--- config.mk ---
export PLATFORM = sky130hd
export DESIGN_NAME = pll_reset_sequencer
export DESIGN_NICKNAME = d
export VERILOG_FILES = /design/src/rtl/pll_rst_pkg.sv /design/src/rtl/sync_2ff.sv /design/src/rtl/pll_reset_sequencer.sv
export SDC_FILE = /design/constraint.sdc
export NUM_CORES = 1
export LEC_CHECK = 0
export ABC_AREA = 1
export BUFFER_PORTS_ARGS = -buffer_cell sky130_fd_sc_hd__buf_4
export CAP_MARGIN = 20
export CORE_MARGIN = 3
export CORE_UTILIZATION = 54
export DETAILED_ROUTE_END_ITERATION = 8
export PLACE_DENSITY_LB_ADDON = 0.25
export SYNTH_ARGS = -nofsm -noshare
export SYNTH_HDL_FRONTEND = slang
export SYNTH_SLANG_ARGS = --single-unit
--- constraint.sdc ---
create_clock -name clk -period 2.3 [get_ports clk]
set_input_delay 0.115 -clock clk [delete_from_list [all_inputs] [get_ports clk]]
set_output_delay 0.115 -clock clk [all_outputs]
set_load 0.02 [all_outputs]
--- src/rtl/pll_rst_pkg.sv ---
// rtl/pll_rst_pkg.sv - shared state encoding for the PLL reset sequencer
package pll_rst_pkg;

    localparam int STATE_W = 2;

    typedef enum logic [STATE_W-1:0] {
        WAIT_LOCK = 2'd0,
        STABLE    = 2'd1,
        HOLD      = 2'd2,
        RUN       = 2'd3
    } pll_state_e;

endpackage

--- src/rtl/sync_2ff.sv ---
// rtl/sync_2ff.sv - two-flop synchronizer for asynchronous level inputs
module sync_2ff #(
    parameter int WIDTH = 1
) (
    input  logic             clk,
    input  logic             rst_n,
    input  logic [WIDTH-1:0] d,
    output logic [WIDTH-1:0] q
);

    logic [WIDTH-1:0] meta_q;
    logic [WIDTH-1:0] sync_q;

    always_ff @(posedge clk or negedge rst_n) begin
        if (!rst_n) begin
            meta_q <= '0;
            sync_q <= '0;
        end else begin
            meta_q <= d;
            sync_q <= meta_q;
        end
    end

    assign q = sync_q;

endmodule

--- src/rtl/pll_reset_sequencer.sv ---
// rtl/pll_reset_sequencer.sv - lock-qualified reset release for the PLL clock domain
module pll_reset_sequencer
    import pll_rst_pkg::*;
#(
    parameter int LOCK_STABLE_CYCLES = 1024,
    parameter int RESET_HOLD_CYCLES  = 16,
    parameter int HEARTBEAT_DIV      = 24,
    parameter int LOSS_CNT_W         = 8
) (
    input  logic                  clk,
    input  logic                  resetn,
    input  logic                  pll_lock,
    output logic                  sys_rst_n,
    output logic                  ready,
    output logic [STATE_W-1:0]    state,
    output logic [LOSS_CNT_W-1:0] lock_loss_count,
    output logic                  led
);

    localparam int CNT_MAX = (LOCK_STABLE_CYCLES > RESET_HOLD_CYCLES) ?
                             LOCK_STABLE_CYCLES : RESET_HOLD_CYCLES;
    localparam int CNT_W   = $clog2(CNT_MAX);

    localparam logic [CNT_W-1:0] STABLE_LAST = CNT_W'(LOCK_STABLE_CYCLES - 1);
    localparam logic [CNT_W-1:0] HOLD_LAST   = CNT_W'(RESET_HOLD_CYCLES - 1);

    logic                     lock_s;
    pll_state_e               state_q, state_d;
    logic [CNT_W-1:0]         cnt_q, cnt_d;
    logic [LOSS_CNT_W-1:0]    loss_q, loss_d;
    logic [HEARTBEAT_DIV-1:0] hb_q, hb_d;
    logic                     sys_rst_n_q, sys_rst_n_d;

    sync_2ff #(
        .WIDTH (1)
    ) u_lock_sync (
        .clk   (clk),
        .rst_n (resetn),
        .d     (pll_lock),
        .q     (lock_s)
    );

    // A lock drop is tested before count completion so it always wins.
    always_comb begin
        state_d = state_q;
        cnt_d   = '0;
        loss_d  = loss_q;
        case (state_q)
            WAIT_LOCK: begin
                if (lock_s) begin
                    state_d = STABLE;
                end
            end
            STABLE: begin
                if (!lock_s) begin
                    state_d = WAIT_LOCK;
                end else if (cnt_q == STABLE_LAST) begin
                    state_d = HOLD;
                end else begin
                    cnt_d = cnt_q + CNT_W'(1);
                end
            end
            HOLD: begin
                if (!lock_s) begin
                    state_d = WAIT_LOCK;
                end else if (cnt_q == HOLD_LAST) begin
                    state_d = RUN;
                end else begin
                    cnt_d = cnt_q + CNT_W'(1);
                end
            end
            RUN: begin
                if (!lock_s) begin
                    state_d = WAIT_LOCK;
                    if (loss_q != {LOSS_CNT_W{1'b1}}) begin
                        loss_d = loss_q + LOSS_CNT_W'(1);
                    end
                end
            end
            default: begin
                state_d = WAIT_LOCK;
            end
        endcase

        // Keyed on next state so the reset output and led move on the same edge as state.
        sys_rst_n_d = (state_d == RUN);
        hb_d        = (state_d == RUN) ? hb_q + HEARTBEAT_DIV'(1) : '0;
    end

    always_ff @(posedge clk or negedge resetn) begin
        if (!resetn) begin
            state_q     <= WAIT_LOCK;
            cnt_q       <= '0;
            loss_q      <= '0;
            hb_q        <= '0;
            sys_rst_n_q <= 1'b0;
        end else begin
            state_q     <= state_d;
            cnt_q       <= cnt_d;
            loss_q      <= loss_d;
            hb_q        <= hb_d;
            sys_rst_n_q <= sys_rst_n_d;
        end
    end

    assign sys_rst_n       = sys_rst_n_q;
    assign ready           = sys_rst_n_q;
    assign state           = state_q;
    assign lock_loss_count = loss_q;
    assign led             = hb_q[HEARTBEAT_DIV-1];

endmodule

==> results of run 1 <==
## synthesized netlist by cell type (all sizes together)
library cell  instances
nor4                  1
inv                  32
a21oi                 1
nor3                  9
nand2                80
xnor2                 8
nand3                17
ha                    7
nor2                 69
a31oi                 1
nor3b                 2
o21ai                 4
buf                   3
nand4                 5
dfrtp                47
xor2                 19
nand3b                2
or2                   3
## worst min path at each step
stage / start / end / slack [ns] / cells after the start
global placement: resetn / cnt_q[6] / 0.16 / 1
detailed placement: resetn / cnt_q[6] / 0.16 / 1
floorplan: resetn / cnt_q[0] / -0.18 / 0
global route: resetn / hb_q[6] / 0.39 / 2
CTS: u_lock_sync.meta_q / u_lock_sync.q / 0.36 / 0
finish: resetn / cnt_q[8] / 0.35 / 2
## sequential cells by signal, summed over array words and instances (netlist names)
| name | flops |
|---|---|
| cnt_q | 10 |
| hb_q | 24 |
| lock_loss_count | 8 |
| ready | 1 |
| state | 2 |
| u_lock_sync.meta_q | 1 |
| u_lock_sync.q | 1 |
## routing by layer
| layer | part of all wire, % | track usage (%) |
|---|---|---|
| met1 | 47 | 23.9 |
| met2 | 47 | 28.7 |
| met3 | 4.3 | 3.76 |
| met4 | 1.7 | 7.07 |
| met5 | 0 | 0 |
## power by group
group | switching, mW | internal (mW)
combinational | 0.139 | 0.0694
clock | 0.294 | 0.218
sequential | 0.0162 | 0.841
## logic make-up after synthesis
group	after synthesis	share of synthesized area, %
and+or+nand+nor	188	37.1
DFF	47	43.6
buffers and inverters	35	6.21
xor gates and xnor gates	27	8.76
adders and majority gates	7	3.24
AOI/OAI and AO/OA	6	1.16
## stage by stage
| stage | hold slack (ns) | cell area (µm²) |
|---|---|---|
| 6_report | 0.352 | 2960 |
| 5_1_grt | 0.386 | 2960 |
| 4_1_cts | 0.361 | 2960 |
| 3_5_place_dp | 0.161 | 2850 |
| 3_3_place_gp | 0.158 | 2850 |
| 2_1_floorplan | -0.181 | 2700 |
## cells in the final DEF, fill, tap and decap left out, types with 4 or more instances in the layout
| cell | synthesis | layout |
|---|---|---|
| nor2_4 | 21 | 21 |
| xor2_1 | 19 | 19 |
| nor3_1 | 8 | 8 |
| ha_1 | 7 | 7 |
| nand4_1 | 5 | 5 |
| nor2_1 | 46 | 46 |
| nand2_2 | 4 | 4 |
| nand3_1 | 15 | 15 |
| nand2_1 | 73 | 73 |
| clkbuf_8 | 0 | 5 |
| dfrtp_1 | 47 | 47 |
| inv_1 | 30 | 30 |
| xnor2_1 | 8 | 8 |
| buf_4 | 1 | 15 |
| o21ai_0 | 4 | 4 |
## final cells by class
| cell class | count | area, µm² | share of cell area, % |
|---|---|---|---|
| Multi-Input combinational cell | 228 | 1360 | 45.8 |
| Sequential cell | 47 | 1180 | 39.7 |
| Timing Repair Buffer | 17 | 133 | 4.48 |
| Inverter | 32 | 120 | 4.06 |
| Tap cell | 67 | 83.8 | 2.83 |
| Clock buffer | 5 | 68.8 | 2.32 |
| Clock inverter | 3 | 23.8 | 0.803 |
## what timing repair did
action                                  in CTS  in global routing
hold buffers                                 2                  0
resized for setup                            0                  0
endpoints found under the setup margin       0                  0
endpoints found under the hold margin       48                  0
==> results.rst, run 1 <==
.. list-table::
   :header-rows: 1

   * - Metric
     - Value
   * - Worst R2R Start
     - state[0]
   * - Cell-by-cell listing of the critical path
     - inv_1 -> ha_1 -> or2_2 -> a21oi_1 -> nand2_2 -> nand2_4 -> nand2_8 -> nor2_1
   * - Pleak
     - 1.21 nW
   * - Setup repair bufs after CTS
     - 0
   * - Share of the yosys chip area belonging to registers
     - 43.6%
   * - Total routing resource utilization after global routing
     - 17.9%
   * - Clock slew at the register clock pins of the worst setup and hold paths
     - 0.09 ns
   * - Post-layout nets
     - 341
   * - Final setup vio count
     - 0
   * - Launching element of the worst setup path
     - state[0]
   * - Count of different cell masters after synthesis
     - 28
   * - Max-slew headroom
     - 60.6%
   * - Io pins
     - 16
   * - CTS H-tree lvls
     - 2
   * - Worst path max stage delay
     - 0.42 ns
   * - Area added between synthesis and finish
     - 9.68%
   * - Reg-to-reg slack, setup
     - 0.44 ns
   * - Power density relative to cell area
     - 532 nW/µm²
   * - Clock skew after layout
     - 0.00819 ns
   * - Maximum VDD drop
     - 0.398 mV
   * - Synth Cell Area
     - 2700 µm²
   * - Cell count after placement
     - 389
   * - GPL Wtd Cong
     - 0.876
   * - Total Negative Setup Slacks
     - 0 ns
   * - Final-layout fill cell count
     - 428
   * - Worst setup path end
     - hb_q[2]
   * - Hold WC Path Type
     - in -> async
   * - Unrepaired setup endpoints after global routing
     - false
   * - Detailed-routing iteration count for the pre-antenna-repair pass
     - 4
   * - Flop and latch count out of synthesis
     - 47
   * - Cells after synthesis
     - 310
   * - Launching element type of the critical path
     - flip-flop
   * - Number of design-rule violations left by the first detailed-router iteration
     - 87
   * - Clock period minus worst slack
     - 1.86 ns
   * - Cell at the slowest stage of the critical path
     - dfrtp_1
   * - Vias in the first global route
     - 1862
   * - Number of synthesis warnings
     - 0
   * - Core area
     - 4790 µm²
   * - Worst Slack Setup Final
     - 0.440 ns
   * - Synth top area cells
     - dfrtp_1 (44%), nand2_1 (10%), nor2_4 (8.8%), nor2_1 (6.4%), xor2_1 (6.2%)
   * - Number of violations of the max-capacitance limit
     - 0
   * - Sum of buffers and inverters on the critical path
     - 1
   * - Final WL
     - 4780 µm
   * - CTS tree
     - built
   * - Arrival time of data at the critical path endpoint
     - 2.09 ns
   * - Average vias per placed instance
     - 4.97
   * - Cell taking the most area after synthesis
     - dfrtp_1
   * - Die Outline Area
     - 5880 µm²
   * - Cell family with the largest share of critical-path delay
     - simple AND/OR/NAND/NOR gates
   * - Initial antenna violation count
     - 0
   * - Kind of critical path
     - reg -> reg
   * - Initial Utilization
     - 56.4%
   * - Post-Syn Area per Cell
     - 8.71 µm²
   * - Half-perimeter wire length after placement
     - 3520 µm
   * - Global-route wire length before repair
     - 8510 µm
   * - Part of the cycle the worst path needs
     - 80.9%
   * - Maximum number of pins on one net before global-route repair
     - 48
   * - End of the worst register-to-register path
     - hb_q[2]
   * - Via count
     - 1983
   * - Depth of the critical timing path with buffers and inverters included
     - 8
   * - Post-synth top area share
     - 43.6%
   * - Detailed-route wire length per cell
     - 12.0 µm
   * - Num Clock Sinks
     - 47
   * - Result of the run
     - finished, final reports clean
   * - Number of pins with negative max-slew slack in the final report
     - 0
   * - Depth of the most critical reg-to-reg path
     - 8
   * - Diode insertion count for antenna repair
     - 0
   * - Fin cells
     - 399
   * - Share of post-route cells with drive strength above 1
     - 18.1%
   * - Overall die width
     - 76.7 µm
   * - Fin. Hold Viols
     - 0
   * - Clock insertion delay at the later pin of the skew report
     - 0.30 ns
   * - Max Fclk
     - 538 MHz
   * - Critical path fanouts, max
     - 25
   * - Buffers added on ports
     - 15
   * - Element type at the critical path end
     - flip-flop
   * - Number of design rule violations left after detail routing
     - 0
   * - CTS Root Cell
     - clkbuf_8
   * - Worst Tran Pin Value
     - 0.590 ns
   * - Final cell utilization of the core
     - 61.9%
   * - Number of buffers added by the clock tree synthesis step
     - 5
   * - Die boundary height
     - 76.7 µm
   * - Critical path data required time
     - 2.53 ns
   * - Global route overflow
     - 0
   * - Number of nets produced by synthesis
     - 320
   * - Total power draw
     - 1.58 mW
   * - Worst slack after detailed placement
     - 0.441 ns
   * - Number of rows created at floorplan
     - 25
   * - Post-route antenna net violation count
     - 0
   * - Maximum buffer depth of the clock tree
     - 2
(Power assumes the default switching activity.)
==> inputs of run 2 (changes only) <==
==> constraint.sdc (replaced) <==
create_clock -name clk -period 1.7 [get_ports clk]
set_input_delay 0.085 -clock clk [delete_from_list [all_inputs] [get_ports clk]]
set_output_delay 0.085 -clock clk [all_outputs]
set_load 0.02 [all_outputs]
==> results.rst, run 2 (synthesis results as in run 1) <==
.. list-table::
   :header-rows: 1

   * - Metric
     - Value
   * - Depth of the most critical reg-to-reg path
     - 8 (unchanged)
   * - Number of design-rule violations left by the first detailed-router iteration
     - 149 (+71%)
   * - Final setup vio count
     - 0 (unchanged)
   * - Total Negative Setup Slacks
     - 0 ns (unchanged)
   * - Clock period minus worst slack
     - 1.65 ns (-0.209 ns)
   * - Core area
     - 4790 µm² (unchanged)
   * - Dominant cell type by count on the critical path
     - nand2_8
   * - Initial Utilization
     - 56.4% (unchanged)
   * - Worst R2R Start
     - state[1]
   * - Overall die width
     - 76.7 µm (unchanged)
   * - Average vias per placed instance
     - 4.88 (-1.8%)
   * - Maximum number of pins on one net before global-route repair
     - 48 (unchanged)
   * - Die boundary height
     - 76.7 µm (unchanged)
   * - Fin. Hold Viols
     - 0 (unchanged)
   * - Via count
     - 2020 (+1.9%)
   * - Placed cell area
     - 2920 µm² (+2.5%)
   * - Worst slack after detailed placement
     - -0.0764 ns (-0.518 ns)
   * - Worst path max stage delay
     - 0.41 ns (about the same)
   * - Result of the run
     - finished, final reports clean
   * - Cell-by-cell listing of the critical path
     - inv_2 -> ha_2 -> or2_2 -> a21oi_2 -> nand2_2 -> nand2_8 -> nand2_8 -> nor2_1
   * - Diode insertion count for antenna repair
     - 0 (unchanged)
   * - Max Fclk
     - 606 MHz (+13%)
   * - Power density relative to cell area
     - 720 nW/µm² (+35%)
   * - Number of design rule violations left after detail routing
     - 0 (unchanged)
   * - Number of pins with negative max-slew slack in the final report
     - 0 (unchanged)
   * - Hold WC Path Type
     - in -> async
   * - CTS tree
     - built
   * - Share of post-route cells with drive strength above 1
     - 26.5% (+8.4 points)
   * - Clock insertion delay at the later pin of the skew report
     - 0.31 ns (about the same)
   * - Launching element type of the critical path
     - flip-flop
   * - Number of violations of the max-capacitance limit
     - 0 (unchanged)
   * - Largest register by flop count
     - hb_q
   * - Area added between synthesis and finish
     - 18.7%
   * - Half-perimeter wire length after placement
     - 3530 µm (+0.36%)
   * - Fin cells
     - 414 (+3.8%)
   * - Final-layout fill cell count
     - 374 (-13%)
   * - Max-slew headroom
     - 58.5% (-2.1 points)
   * - Num Clock Sinks
     - 47 (unchanged)
   * - Detailed-route wire length per cell
     - 12.9 µm (+7.9%)
   * - Element type at the critical path end
     - flip-flop
   * - Initial antenna violation count
     - 0 (unchanged)
   * - Global-route wire length before repair
     - 9200 µm (+8.1%)
   * - Area taken by flip-flops and latches
     - 1180 µm² (+0.21%)
   * - CTS H-tree lvls
     - 2 (unchanged)
   * - Cell at the slowest stage of the critical path
     - dfrtp_2
   * - End of the worst register-to-register path
     - hb_q[3]
   * - Part of the cycle the worst path needs
     - 97.1% (+16 points)
   * - Number of buffers added by the clock tree synthesis step
     - 5 (unchanged)
   * - Clock skew after layout
     - 0.0105 ns (+0.00230 ns)
   * - Total routing resource utilization after global routing
     - 19.7% (+1.8 points)
   * - Kind of critical path
     - reg -> reg
   * - Arrival time of data at the critical path endpoint
     - 1.89 ns (-0.20 ns)
   * - Maximum VDD drop
     - 0.634 mV (+59%)
   * - Global route overflow
     - 0 (unchanged)
   * - Total power draw
     - 2.31 mW (+46%)
   * - Io pins
     - 16 (unchanged)
   * - Buffers added on ports
     - 15 (unchanged)
   * - Most used cells in the layout excluding fill and tap cells
     - nand2_1 (72), dfrtp_1 (45), nor2_1 (41), inv_1 (28), buf_4 (27)
   * - Worst Slack Setup Final
     - 0.0490 ns (-0.391 ns)
   * - Most common cell after layout, fill and taps aside
     - nand2_1
   * - Critical path data required time
     - 1.94 ns (-0.59 ns)
   * - Clock slew at the register clock pins of the worst setup and hold paths
     - 0.09 ns (about the same)
   * - Die Outline Area
     - 5880 µm² (unchanged)
   * - Design area
     - 3210 µm² (+8.2%)
   * - Vias in the first global route
     - 1998 (+7.3%)
   * - GPL Wtd Cong
     - 0.865 (-1.2%)
   * - Number of flip-flops in the largest register
     - 24 (unchanged)
   * - Number of rows created at floorplan
     - 25 (unchanged)
   * - Final WL
     - 5350 µm (+12%)
   * - Post-layout nets
     - 356 (+4.4%)
   * - CTS Root Cell
     - clkbuf_8
   * - Maximum buffer depth of the clock tree
     - 2 (unchanged)
   * - Detailed-routing iteration count for the pre-antenna-repair pass
     - 4 (unchanged)
   * - Pleak
     - 1.29 nW (+6.7%)
   * - Worst Tran Pin Value
     - 0.615 ns (+0.0249 ns)
   * - Critical path fanouts, max
     - 7 (-72%)
   * - Post-route antenna net violation count
     - 0 (unchanged)
   * - Area of combinational cells with multiple inputs
     - 1520 µm² (+12%)
   * - Reg-to-reg slack, setup
     - 0.05 ns (-0.39 ns)
   * - Cell count after placement
     - 398 (+2.3%)
run 2: changes by cell type in the layout (fill, tap and decap cells not counted), sizes merged:
| cell | previous run | this run |
|---|---|---|
| inv | 33 | 32 |
| clkinvlp | 2 | 1 |
| clkinv | 0 | 1 |
| nand2 | 80 | 83 |
| buf | 15 | 27 |
| clkbuf | 5 | 6 |
run 2: how the worst max path moves through the flow:
stage                     cells after the start       end  slack, ns      from
after floorplan                               9   hb_q[5]       0.01  state[0]
after global placement                       10   hb_q[2]       0.02  cnt_q[0]
after detailed placement                      8  hb_q[23]      -0.08  state[0]
after CTS                                     8  hb_q[23]      0.006  state[1]
after global routing                          8   hb_q[4]      -0.03  state[0]
final                                         8   hb_q[3]       0.05  state[1]
run 2: per-layer routing:
layer	up-vias	global-route usage, %	wire, µm	share of wire [%]
li1	1033	-	-	-
met1	946	25.3	2450	46
met2	30	32.4	2640	49
met3	11	4.11	169	3.2
met4	0	8.15	95	1.8
met5	-	0	0	0
run 2: where the power goes:
part	switching [mW]	internal (mW)
sequential	0.0211	1.14
clock	0.385	0.288
combinational	0.302	0.171
run 2: layout make-up:
| type | instances | share of cell area (%) |
|---|---|---|
| inverters | 32 | 3.75 |
| clock inverters | 2 | 0.390 |
| well taps | 67 | 2.62 |
| flip-flops and latches | 47 | 36.8 |
| repair buffers | 29 | 6.95 |
| clock buffers | 6 | 2.26 |
| multi-input cells | 231 | 47.3 |
run 2: critical path, delay by kind of cell (launching register included):
kind | cells | cell delay (ns)
flip-flops | 1 | 0.41
AND/OR/NAND/NOR | 5 | 0.82
adder cells (fa/ha/maj) | 1 | 0.17
AO/OA/AOI/OAI | 1 | 0.13
buffers and inverters | 1 | 0.05
run 2: what timing repair did:
item	CTS	global route
endpoints found under the hold margin	48	0
hold buffers	2	0
buffers inserted	1	2
gates cloned	3	0
endpoints found under the setup margin	25	26
pin swaps	4	8
resized for setup	6	20
run 2: through the flow:
step	hold slack, ns	util (%)
CTS	0.340	65.0
finish	0.322	67.0
detailed placement	0.132	61.0
global placement	0.128	61.0
floorplan	-0.211	-
global route	0.354	67.0
